`src/rtl/ddr_axi_arbiter.sv`:
```
// rtl/ddr_axi_arbiter.sv - per-burst round-robin share of one DDR AXI port between N_WR writers and one reader
// Define DDR_ARB_RD_PRIO_EN to give the reader absolute priority over the writers.
module ddr_axi_arbiter #(
  parameter int N_WR      = 2,
  parameter int BURST_LEN = 16,
  parameter int ADDR_W    = 28
) (
  input  logic                   clk,
  input  logic                   rstn,
  input  logic                   ddr_inited,
  input  logic [N_WR-1:0]        wr_req,
  input  logic [N_WR*ADDR_W-1:0] wr_addr,
  input  logic [N_WR*256-1:0]    wr_data,
  output logic [N_WR-1:0]        wr_gnt,
  output logic [N_WR-1:0]        wr_data_rd,
  input  logic                   rd_req,
  input  logic [ADDR_W-1:0]      rd_addr,
  output logic                   rd_gnt,
  output logic [255:0]           rd_data,
  output logic                   rd_valid,
  output logic                   rd_last,
  output logic [ADDR_W-1:0]      axi_awaddr,
  output logic                   axi_awuser_ap,
  output logic [3:0]             axi_awuser_id,
  output logic [7:0]             axi_awlen,
  output logic                   axi_awvalid,
  input  logic                   axi_awready,
  output logic [255:0]           axi_wdata,
  output logic [31:0]            axi_wstrb,
  input  logic                   axi_wready,
  input  logic                   axi_wusero_last,
  output logic [ADDR_W-1:0]      axi_araddr,
  output logic                   axi_aruser_ap,
  output logic [3:0]             axi_aruser_id,
  output logic [7:0]             axi_arlen,
  output logic                   axi_arvalid,
  input  logic                   axi_arready,
  input  logic [255:0]           axi_rdata,
  input  logic [3:0]             axi_rid,
  input  logic                   axi_rlast,
  input  logic                   axi_rvalid,
  output logic                   err
);

  localparam int         N_REQ     = N_WR + 1;
  localparam logic [7:0] LEN       = 8'(BURST_LEN - 1);
  localparam logic [3:0] LAST_BEAT = 4'(BURST_LEN - 1);
  localparam logic [3:0] RD_ID     = 4'(N_WR);

  typedef enum logic [2:0] {S_IDLE, S_WR_ADDR, S_WR_DATA, S_RD_ADDR, S_RD_DATA} state_t;

  state_t            r_state;
  logic [3:0]        r_owner, r_rr_ptr, r_beat;
  logic              r_awvalid, r_arvalid, r_awap, r_arap, r_err;
  logic [ADDR_W-1:0] r_awaddr, r_araddr;
  logic [3:0]        r_awid, r_arid;
  logic [7:0]        r_awlen, r_arlen;

  logic [N_REQ-1:0]  w_req;
  logic [4:0]        w_pick;
  logic [3:0]        w_rr_next;
  logic [ADDR_W-1:0] w_sel_addr;

  // Returns {found, index}: nearest requester at or after ptr, wrapping at n.
  function automatic logic [4:0] rr_pick(input logic [N_REQ-1:0] req, input logic [3:0] ptr,
                                         input int n);
    int best, d;
    rr_pick = '0;
    best    = n;
    for (int j = 0; j < N_REQ; j++) begin
      d = (j >= int'(ptr)) ? j - int'(ptr) : j + n - int'(ptr);
      if (j < n && req[j] && d < best) begin
        best    = d;
        rr_pick = {1'b1, 4'(j)};
      end
    end
  endfunction

  assign w_req = {rd_req, wr_req};

`ifdef DDR_ARB_RD_PRIO_EN
  assign w_pick    = rd_req ? {1'b1, RD_ID} : rr_pick(w_req, r_rr_ptr, N_WR);
  assign w_rr_next = (r_owner == RD_ID) ? r_rr_ptr :
                     ((int'(r_owner) + 1 >= N_WR) ? 4'd0 : r_owner + 4'd1);
`else
  assign w_pick    = rr_pick(w_req, r_rr_ptr, N_REQ);
  assign w_rr_next = (int'(r_owner) + 1 >= N_REQ) ? 4'd0 : r_owner + 4'd1;
`endif

  always_comb begin
    axi_wdata  = '0;
    wr_data_rd = '0;
    wr_gnt     = '0;
    w_sel_addr = '0;
    for (int j = 0; j < N_WR; j++) begin
      if (r_owner == 4'(j)) begin
        if (r_state == S_WR_DATA) begin
          axi_wdata     = wr_data[j*256 +: 256];
          wr_data_rd[j] = axi_wready;
        end
        if (r_state == S_WR_ADDR) wr_gnt[j] = axi_awready;
      end
      if (w_pick[3:0] == 4'(j)) w_sel_addr = wr_addr[j*ADDR_W +: ADDR_W];
    end
  end

  assign axi_wstrb = (r_state == S_WR_DATA) ? '1 : '0;
  assign rd_gnt    = (r_state == S_RD_ADDR) & axi_arready;
  assign rd_valid  = (r_state == S_RD_DATA) & axi_rvalid;
  assign rd_last   = rd_valid & axi_rlast;
  assign rd_data   = (r_state == S_RD_DATA) ? axi_rdata : '0;

  assign axi_awaddr    = r_awaddr;
  assign axi_awuser_ap = r_awap;
  assign axi_awuser_id = r_awid;
  assign axi_awlen     = r_awlen;
  assign axi_awvalid   = r_awvalid;
  assign axi_araddr    = r_araddr;
  assign axi_aruser_ap = r_arap;
  assign axi_aruser_id = r_arid;
  assign axi_arlen     = r_arlen;
  assign axi_arvalid   = r_arvalid;
  assign err           = r_err;

  always_ff @(posedge clk or negedge rstn) begin
    if (!rstn) begin
      r_state   <= S_IDLE;
      r_owner   <= '0;
      r_rr_ptr  <= '0;
      r_beat    <= '0;
      r_awvalid <= 1'b0;
      r_arvalid <= 1'b0;
      r_awap    <= 1'b0;
      r_arap    <= 1'b0;
      r_err     <= 1'b0;
      r_awaddr  <= '0;
      r_araddr  <= '0;
      r_awid    <= '0;
      r_arid    <= '0;
      r_awlen   <= '0;
      r_arlen   <= '0;
    end else begin
      case (r_state)
        S_IDLE: begin
          r_beat <= '0;
          if (ddr_inited && w_pick[4]) begin
            r_owner <= w_pick[3:0];
            if (w_pick[3:0] == RD_ID) begin
              r_state   <= S_RD_ADDR;
              r_arvalid <= 1'b1;
              r_araddr  <= rd_addr;
              r_arid    <= RD_ID;
              r_arlen   <= LEN;
              r_arap    <= 1'b1;
            end else begin
              r_state   <= S_WR_ADDR;
              r_awvalid <= 1'b1;
              r_awaddr  <= w_sel_addr;
              r_awid    <= w_pick[3:0];
              r_awlen   <= LEN;
              r_awap    <= 1'b1;
            end
          end
        end
        S_WR_ADDR: if (axi_awready) begin
          r_awvalid <= 1'b0;
          r_state   <= S_WR_DATA;
        end
        S_WR_DATA: if (axi_wready) begin
          r_beat <= r_beat + 4'd1;
          if (axi_wusero_last && r_beat != LAST_BEAT) r_err <= 1'b1;
          if (r_beat == LAST_BEAT) begin
            r_state  <= S_IDLE;
            r_rr_ptr <= w_rr_next;
          end
        end
        S_RD_ADDR: if (axi_arready) begin
          r_arvalid <= 1'b0;
          r_state   <= S_RD_DATA;
        end
        S_RD_DATA: if (axi_rvalid) begin
          r_beat <= r_beat + 4'd1;
          if (axi_rid != RD_ID || (axi_rlast && r_beat != LAST_BEAT)) r_err <= 1'b1;
          if (axi_rlast) begin
            r_state  <= S_IDLE;
            r_rr_ptr <= w_rr_next;
          end
        end
        default: r_state <= S_IDLE;
      endcase
    end
  end

endmodule

```
`config.mk`:
```
export PLATFORM = sky130hd
export DESIGN_NAME = ddr_axi_arbiter
export DESIGN_NICKNAME = d
export VERILOG_FILES = /design/src/rtl/ddr_axi_arbiter.sv
export SDC_FILE = /design/constraint.sdc
export NUM_CORES = 1
export LEC_CHECK = 0
export ABC_AREA = 1
export ABC_CLOCK_PERIOD_IN_PS = 9290
export CORE_AREA = 2 2 591 593
export CTS_BUF_LIST = sky130_fd_sc_hd__clkbuf_4
export CTS_CLUSTER_SIZE = 14
export DETAILED_ROUTE_END_ITERATION = 7
export DIE_AREA = 0 0 593 595
export PLACE_DENSITY = 0.3
export SYNTH_ARGS = -nofsm -noshare
export SYNTH_HDL_FRONTEND = slang
export SYNTH_SLANG_ARGS = --single-unit
```
`constraint.sdc`:
```
create_clock -name clk -period 9.29 [get_ports clk]
set_input_delay 1.858 -clock clk [delete_from_list [all_inputs] [get_ports clk]]
set_output_delay 1.858 -clock clk [all_outputs]
set_load 0.03 [all_outputs]
```
==> results.cfg, run 1 <==
[detailed_routing]
wl_um = 268000
first_iter_violations = 1294
remaining_drc_errors = 0
antenna_left = 0
via_per_inst = 2.53
wl_per_cell_um = 33.5
vias = 20209
dr.pass1.iters = 5

[layout]
area_growth_pct = 193
fin_area_mm2 = 0.0306
drive_gt1_frac = 0.0188
final_common_cell = clkdlybuf4s50_1
utilization = 0.0883
layout.nets = 4226
final_cell_mix = clkdlybuf4s50_1, nand2_1, inv_1

[worst_setup_path]
path_max_fanout = 33
cp.depth = 25
crit_arrival_ns = 6.71
critPathBufInv = 3
rr_worst_depth = 31
cp_top_family = simple AND/OR/NAND/NOR gates
slowest_delay_ns = 0.96
crit_top_cell = nand2_1
worstSetupEndpointType = register
cp-start-kind = input port
path_class = input port to register
cp.required_ns = 9.71
crit_slowest_cell = nor2_2

[sta]
finalSetupViolations = 0
finClkSkew_ns = 0.0280
max_freq_mhz = 159
fin_crit_sh = 0.677
rsz0062_at_grt = false
min_period_ns = 6.29
worst_slew_pin_slew_ns = 1.34
relSlewSlack = 0.104
slew_violations = 0
finalHoldViolations = 0
tns_ns = 0

[clocking]
cts_tree = yes
cts_hold_buf = 0
cts_resized = 0
clk_pin_slew_ns = 0.15
h-tree-depth = 3
cts.sinks = 75
numCtsBuffers = 9
clk_latency_ns = 0.50
ctsLongestPathBuffers = 2
cts_root_buffer = clkbuf_4
post-cts-setup-buffers = 0

[power_and_ir_drop]
ir_drop_mv = 0.171
switchingPower_w = 0.00373
power_density_mw_per_mm2 = 192
internal-power_w = 0.00215
fin_total_pwr_w = 0.00588
pwr-share-clk = 0.043
p_leak_nw = 10.7
swShare = 0.634
combPwrFrac = 0.862
p_seq_frac = 0.094

[global_route]
grt_util_all_layers = 0.146
grt_pass1_vias = 20220
antenna_found_initial = 255
grt_max_degree = 194
grt_pass1_wl_um = 314000
overflow = 0

[placement]
dpl-instance-area_mm2 = 0.0304
dpl.hpwl_um = 248000
gp_congestion = 0.979
port_buffers = 1490

[outcome]
status = completed

[logic_synthesis]
synth_seq_area_share = 0.180
synthAdderAreaFrac = 0.0215
synth_cell_types = 34
synthMuxAreaShare = 0
ys_ff_latch = 75
ys.warnings.count = 0
synth_compound_area_frac = 0.185
synth_top_area_share = 0.266
synthSimpleGateAreaFrac = 0.392
yosys-top-cells-area = nand2_1, dfrtp_1, o22ai_1, inv_1, nor2_1
synth_top_family_by_area = simple AND/OR/NAND/NOR gates
syn_area_per_cell_um2 = 5.17
syn_area_mm2 = 0.0105
synthCells = 2023
yosys.area_share.xor_xnor = 0.00168
yosys.area.top_type = nand2_1

[job]
cap_violations = 0

[die]
start_util = 0.0301
dieArea_mm2 = 0.353
fp-row-count = 217
die-width_um = 593
core_area_mm2 = 0.347
dieHeight_um = 595
ioPinCount = 1504

[hold_path]
min_path_type = register to register
holdPathStages = 2
==> worst paths after layout <==
check | slack [ns] | to | startpoint
max in group asynchronous | 7.01 | axi_awuser_id[0] | rstn
min reg2reg | 0.50 | axi_awaddr[12] | axi_awaddr[12]
min in group asynchronous | 1.56 | axi_araddr[2] | rstn
min | 0.50 | axi_awaddr[12] | axi_awaddr[12]
max | 3.00 | axi_awaddr[20] | wr_req[0]
max reg2reg | 3.39 | axi_awaddr[20] | r_rr_ptr[2]
==> power by group through the flow <==
| stage | Combinational [W] | Sequential, W | Clock [W] |
|---|---|---|---|
| 6_report | 0.00507 | 0.000554 | 0.000255 |
| 5_1_grt | 0.00547 | 0.000572 | 0.000282 |
| 4_1_cts | 0.00524 | 0.000562 | 0.000274 |
| 3_3_place_gp | 0.00523 | 0.000568 | 0 |
| 2_1_floorplan | 0.00247 | 0.000730 | 0 |
| 3_5_place_dp | 0.00521 | 0.000567 | 0 |
==> synthesized netlist by cell type, drive strengths merged <==
cell type	count
nand3	36
conb	1
nand2	744
nor3	7
nand3b	1
ha	18
or2	2
clkbuf	134
nor2	275
nor4	1
buf	83
a2111oi	2
a211oi	1
a22o	1
o21ai	44
o211ai	2
a21oi	7
a21boi	1
dfrtp	75
inv	326
a31o	1
xor2	2
o22ai	257
a21o	1
nand4	1
==> flip-flops by register name (all words and copies together), names as in the netlist <==
signal,count
axi_araddr,28
axi_awaddr,28
r_beat,4
r_rr_ptr,3
r_state,3
axi_awuser_id,2
r_owner,2
axi_aruser_id,1
axi_arvalid,1
axi_awlen,1
axi_awvalid,1
err,1
==> tightest hold or removal path: cells and delay by family (launching register included) <==
kind | cells | cell delay (ns)
flip-flops | 1 | 0.38
AND/OR/NAND/NOR | 2 | 0.10
==> metrics by stage <==
step,cells,hold slack (ns),setup WS (ns)
global placement,7928,0.467,2.34
finish,7994,0.502,3.00
detailed placement,7928,0.470,2.34
floorplan,2035,0.464,4.18
global route,7947,0.533,2.48
CTS,7944,0.507,2.58
==> final cells by class <==
class | instances | area [um^2]
multi-input combinational | 1417 | 6350
antenna | 50 | 125
tap | 4599 | 5750
fill | 40811 | 317000
clock buffer | 9 | 67.6
inverter | 326 | 1230
timing repair buffer | 1511 | 15100
sequential | 75 | 1880
clock inverter | 7 | 101
==> cells by family (layout without fill, tap and decap cells) <==
logic type	Yosys count	in the layout
compound gates	317	317
xor+xnor	2	2
fa+ha+maj	18	18
buf+inv	543	1853
flops	75	75
other cells	1	63
simple gates	1067	1067
==> routing by layer <==
| metal | global-route usage | wire length (um) | vias to the layer above |
|---|---|---|---|
| met5 | 0 | 669 | - |
| met4 | 0.00793 | 2620 | 106 |
| met3 | 0.0677 | 30000 | 324 |
| met2 | 0.249 | 127000 | 1300 |
| met1 | 0.172 | 108000 | 9573 |
| li1 | - | - | 8906 |
No activity file was read; power rests on OpenSTA's default activity.
==> inputs of run 2 (changes only) <==
--- a/config.mk
+++ b/config.mk
@@ -6,12 +6,12 @@
 export NUM_CORES = 1
 export LEC_CHECK = 0
 export ABC_AREA = 1
-export ABC_CLOCK_PERIOD_IN_PS = 9290
-export CORE_AREA = 2 2 591 593
+export ABC_CLOCK_PERIOD_IN_PS = 5400
+export CORE_AREA = 2 2 582 584
 export CTS_BUF_LIST = sky130_fd_sc_hd__clkbuf_4
 export CTS_CLUSTER_SIZE = 14
 export DETAILED_ROUTE_END_ITERATION = 7
-export DIE_AREA = 0 0 593 595
+export DIE_AREA = 0 0 584 586
 export PLACE_DENSITY = 0.3
 export SYNTH_ARGS = -nofsm -noshare
 export SYNTH_HDL_FRONTEND = slang
==> constraint.sdc (replaced) <==
create_clock -name clk -period 5.4 [get_ports clk]
set_input_delay 1.08 -clock clk [delete_from_list [all_inputs] [get_ports clk]]
set_output_delay 1.08 -clock clk [all_outputs]
set_load 0.03 [all_outputs]
==> run 2 against run 1 <==
Final cell count decreased by 1.8%; die area fell by 3.0%; count of clock-buffer cells in the layout unchanged; non-clock buffer count up 31; hold slack worse by 0.0082 ns; via count increased by 0.23%.
==> results.cfg, run 2 (synthesized netlist as in run 1, its figures left out) <==
[die]
die-width_um = 584
dieArea_mm2 = 0.342
ioPinCount = 1504
fp-row-count = 213
core_area_mm2 = 0.336
dieHeight_um = 586
start_util = 0.0311

[job]
cap_violations = 0

[worst_setup_path]
crit_top_cell = buf_12
slowest_delay_ns = 0.96
cp.required_ns = 4.32
crit_arrival_ns = 4.04
crit_slowest_cell = clkdlybuf4s50_1
cp-start-kind = register
critPathBufInv = 5
path_class = register to output port
cp_cell_sequence = inv_1 -> nor3_2 -> buf_12 -> buf_12 -> buf_4 -> nand2_1 -> o22ai_1 -> clkdlybuf4s50_1
path_max_fanout = 45
worstSetupEndpointType = output port
cp_top_family = buffers and inverters

[sta]
fin_ws_ns = 0.284
finalSetupViolations = 0
slew_violations = 0
max_freq_mhz = 195
fin_crit_sh = 0.947
min_period_ns = 5.12
fin_hold_ws_ns = 0.494
tns_ns = 0
worst_slew_pin_slew_ns = 1.37
rsz0062_at_grt = false
relSlewSlack = 0.0978
finalHoldViolations = 0
finClkSkew_ns = 0.0322

[detailed_routing]
met3_length_um = 30400
antenna_left = 0
wl_per_cell_um = 32.6
remaining_drc_errors = 0
topRoutingLayerUsed = met5
met2WireLength_um = 115000
met1Wirelength_um = 107000
via_per_inst = 2.58
wl_um = 256000
vias = 20256
first_iter_violations = 1109
dr.pass1.iters = 5

[placement]
dpl-instance-area_mm2 = 0.0309
gp_congestion = 0.934
dpl.hpwl_um = 238000
place_ws_ns = 0.106
port_buffers = 1490

[layout]
layout.nets = 4257
final_cell_mix = clkdlybuf4s50_1, nand2_1, inv_1
drive_gt1_frac = 0.0592
fin_area_mm2 = 0.0312
area_growth_pct = 198
final_common_cell = clkdlybuf4s50_1
n_fill_cell = 39500

[clocking]
cts_root_buffer = clkbuf_4
clk_latency_ns = 0.62
clk_pin_slew_ns = 0.17
numCtsBuffers = 9
cts_hold_buf = 0
cts.sinks = 75
h-tree-depth = 3
ctsLongestPathBuffers = 2
cts_tree = yes

[power_and_ir_drop]
p_seq_frac = 0.095
ir_drop_mv = 0.231
power_density_mw_per_mm2 = 329
combPwrFrac = 0.864
internal-power_w = 0.00388
switchingPower_w = 0.00637
p_leak_nw = 11.3
swShare = 0.621
pwr-share-clk = 0.041

[global_route]
overflow = 0
antenna_found_initial = 240
grt_pass1_vias = 20072
grt_util_all_layers = 0.143
grt_max_degree = 94
grt_pass1_wl_um = 301000

[hold_path]
min_path_type = register to register

[outcome]
status = completed
-- run 2: cell types whose count changed in the layout (fill, tap and decap cells not counted), sizes merged --
cell	delta
clkdlybuf4s50	-103
diode	+20
inv	+4
bufinv	-2
clkinvlp	-2
buf	+134
-- run 2: worst paths after layout --
kind / from / end / slack, ns / cells past startpoint
max: r_state[1] / axi_wdata[149] / 0.28 / 8
min: axi_awuser_id[1] / axi_awuser_id[1] / 0.49 / 2
max reg2reg: r_rr_ptr[1] / axi_awaddr[4] / 0.49 / 26
min reg2reg: axi_awuser_id[1] / axi_awuser_id[1] / 0.49 / 2
max in group asynchronous: rstn / axi_awaddr[18] / 4.00 / 1
min in group asynchronous: rstn / axi_araddr[3] / 0.66 / 1
-- run 2: tightest hold or removal path, stage by stage (launching register included) --
cell	delay (ns)
dfrtp_1	0.38
nand2_1	0.05
inv_1	0.04
-- run 2: through the flow --
stage	total power [W]	utilization	instances
after floorplan	0.00551	-	2035
after global placement	0.0100	0.0919	7767
final	0.0103	0.0929	7853
after CTS	0.0105	0.0923	7783
after detailed placement	0.0100	0.0919	7767
after global routing	0.0110	0.0925	7797
-- run 2: power by group through the flow --
stage | logic (W) | registers [W] | clock network (W)
floorplan | 0.00425 | 0.00126 | 0
global placement | 0.00903 | 0.00100 | 0
detailed placement | 0.00900 | 0.00100 | 0
CTS | 0.00904 | 0.000993 | 0.000458
global route | 0.00953 | 0.00100 | 0.000469
finish | 0.00886 | 0.000973 | 0.000422
-- run 2: final cells by class --
class	count	area, um^2	share of cell area
timing repair buffer	1542	15900	0.509
sequential	75	1880	0.0602
antenna	70	175	0.00561
inverter	326	1230	0.0395
multi-input combinational	1417	6360	0.204
clock buffer	9	67.6	0.00217
tap	4407	5510	0.177
clock inverter	7	78.8	0.00253
-- run 2: metal layers --
| layer | track usage | vias up |
|---|---|---|
| li1 | - | 8992 |
| met1 | 0.175 | 9548 |
| met2 | 0.229 | 1294 |
| met3 | 0.0715 | 326 |
| met4 | 0.0155 | 96 |
| met5 | 0 | - |
-- run 2: repair_timing --
action | CTS | global route
gates resized for setup | 0 | 7
setup buffers | 0 | 0
setup endpoints to repair | 0 | 66
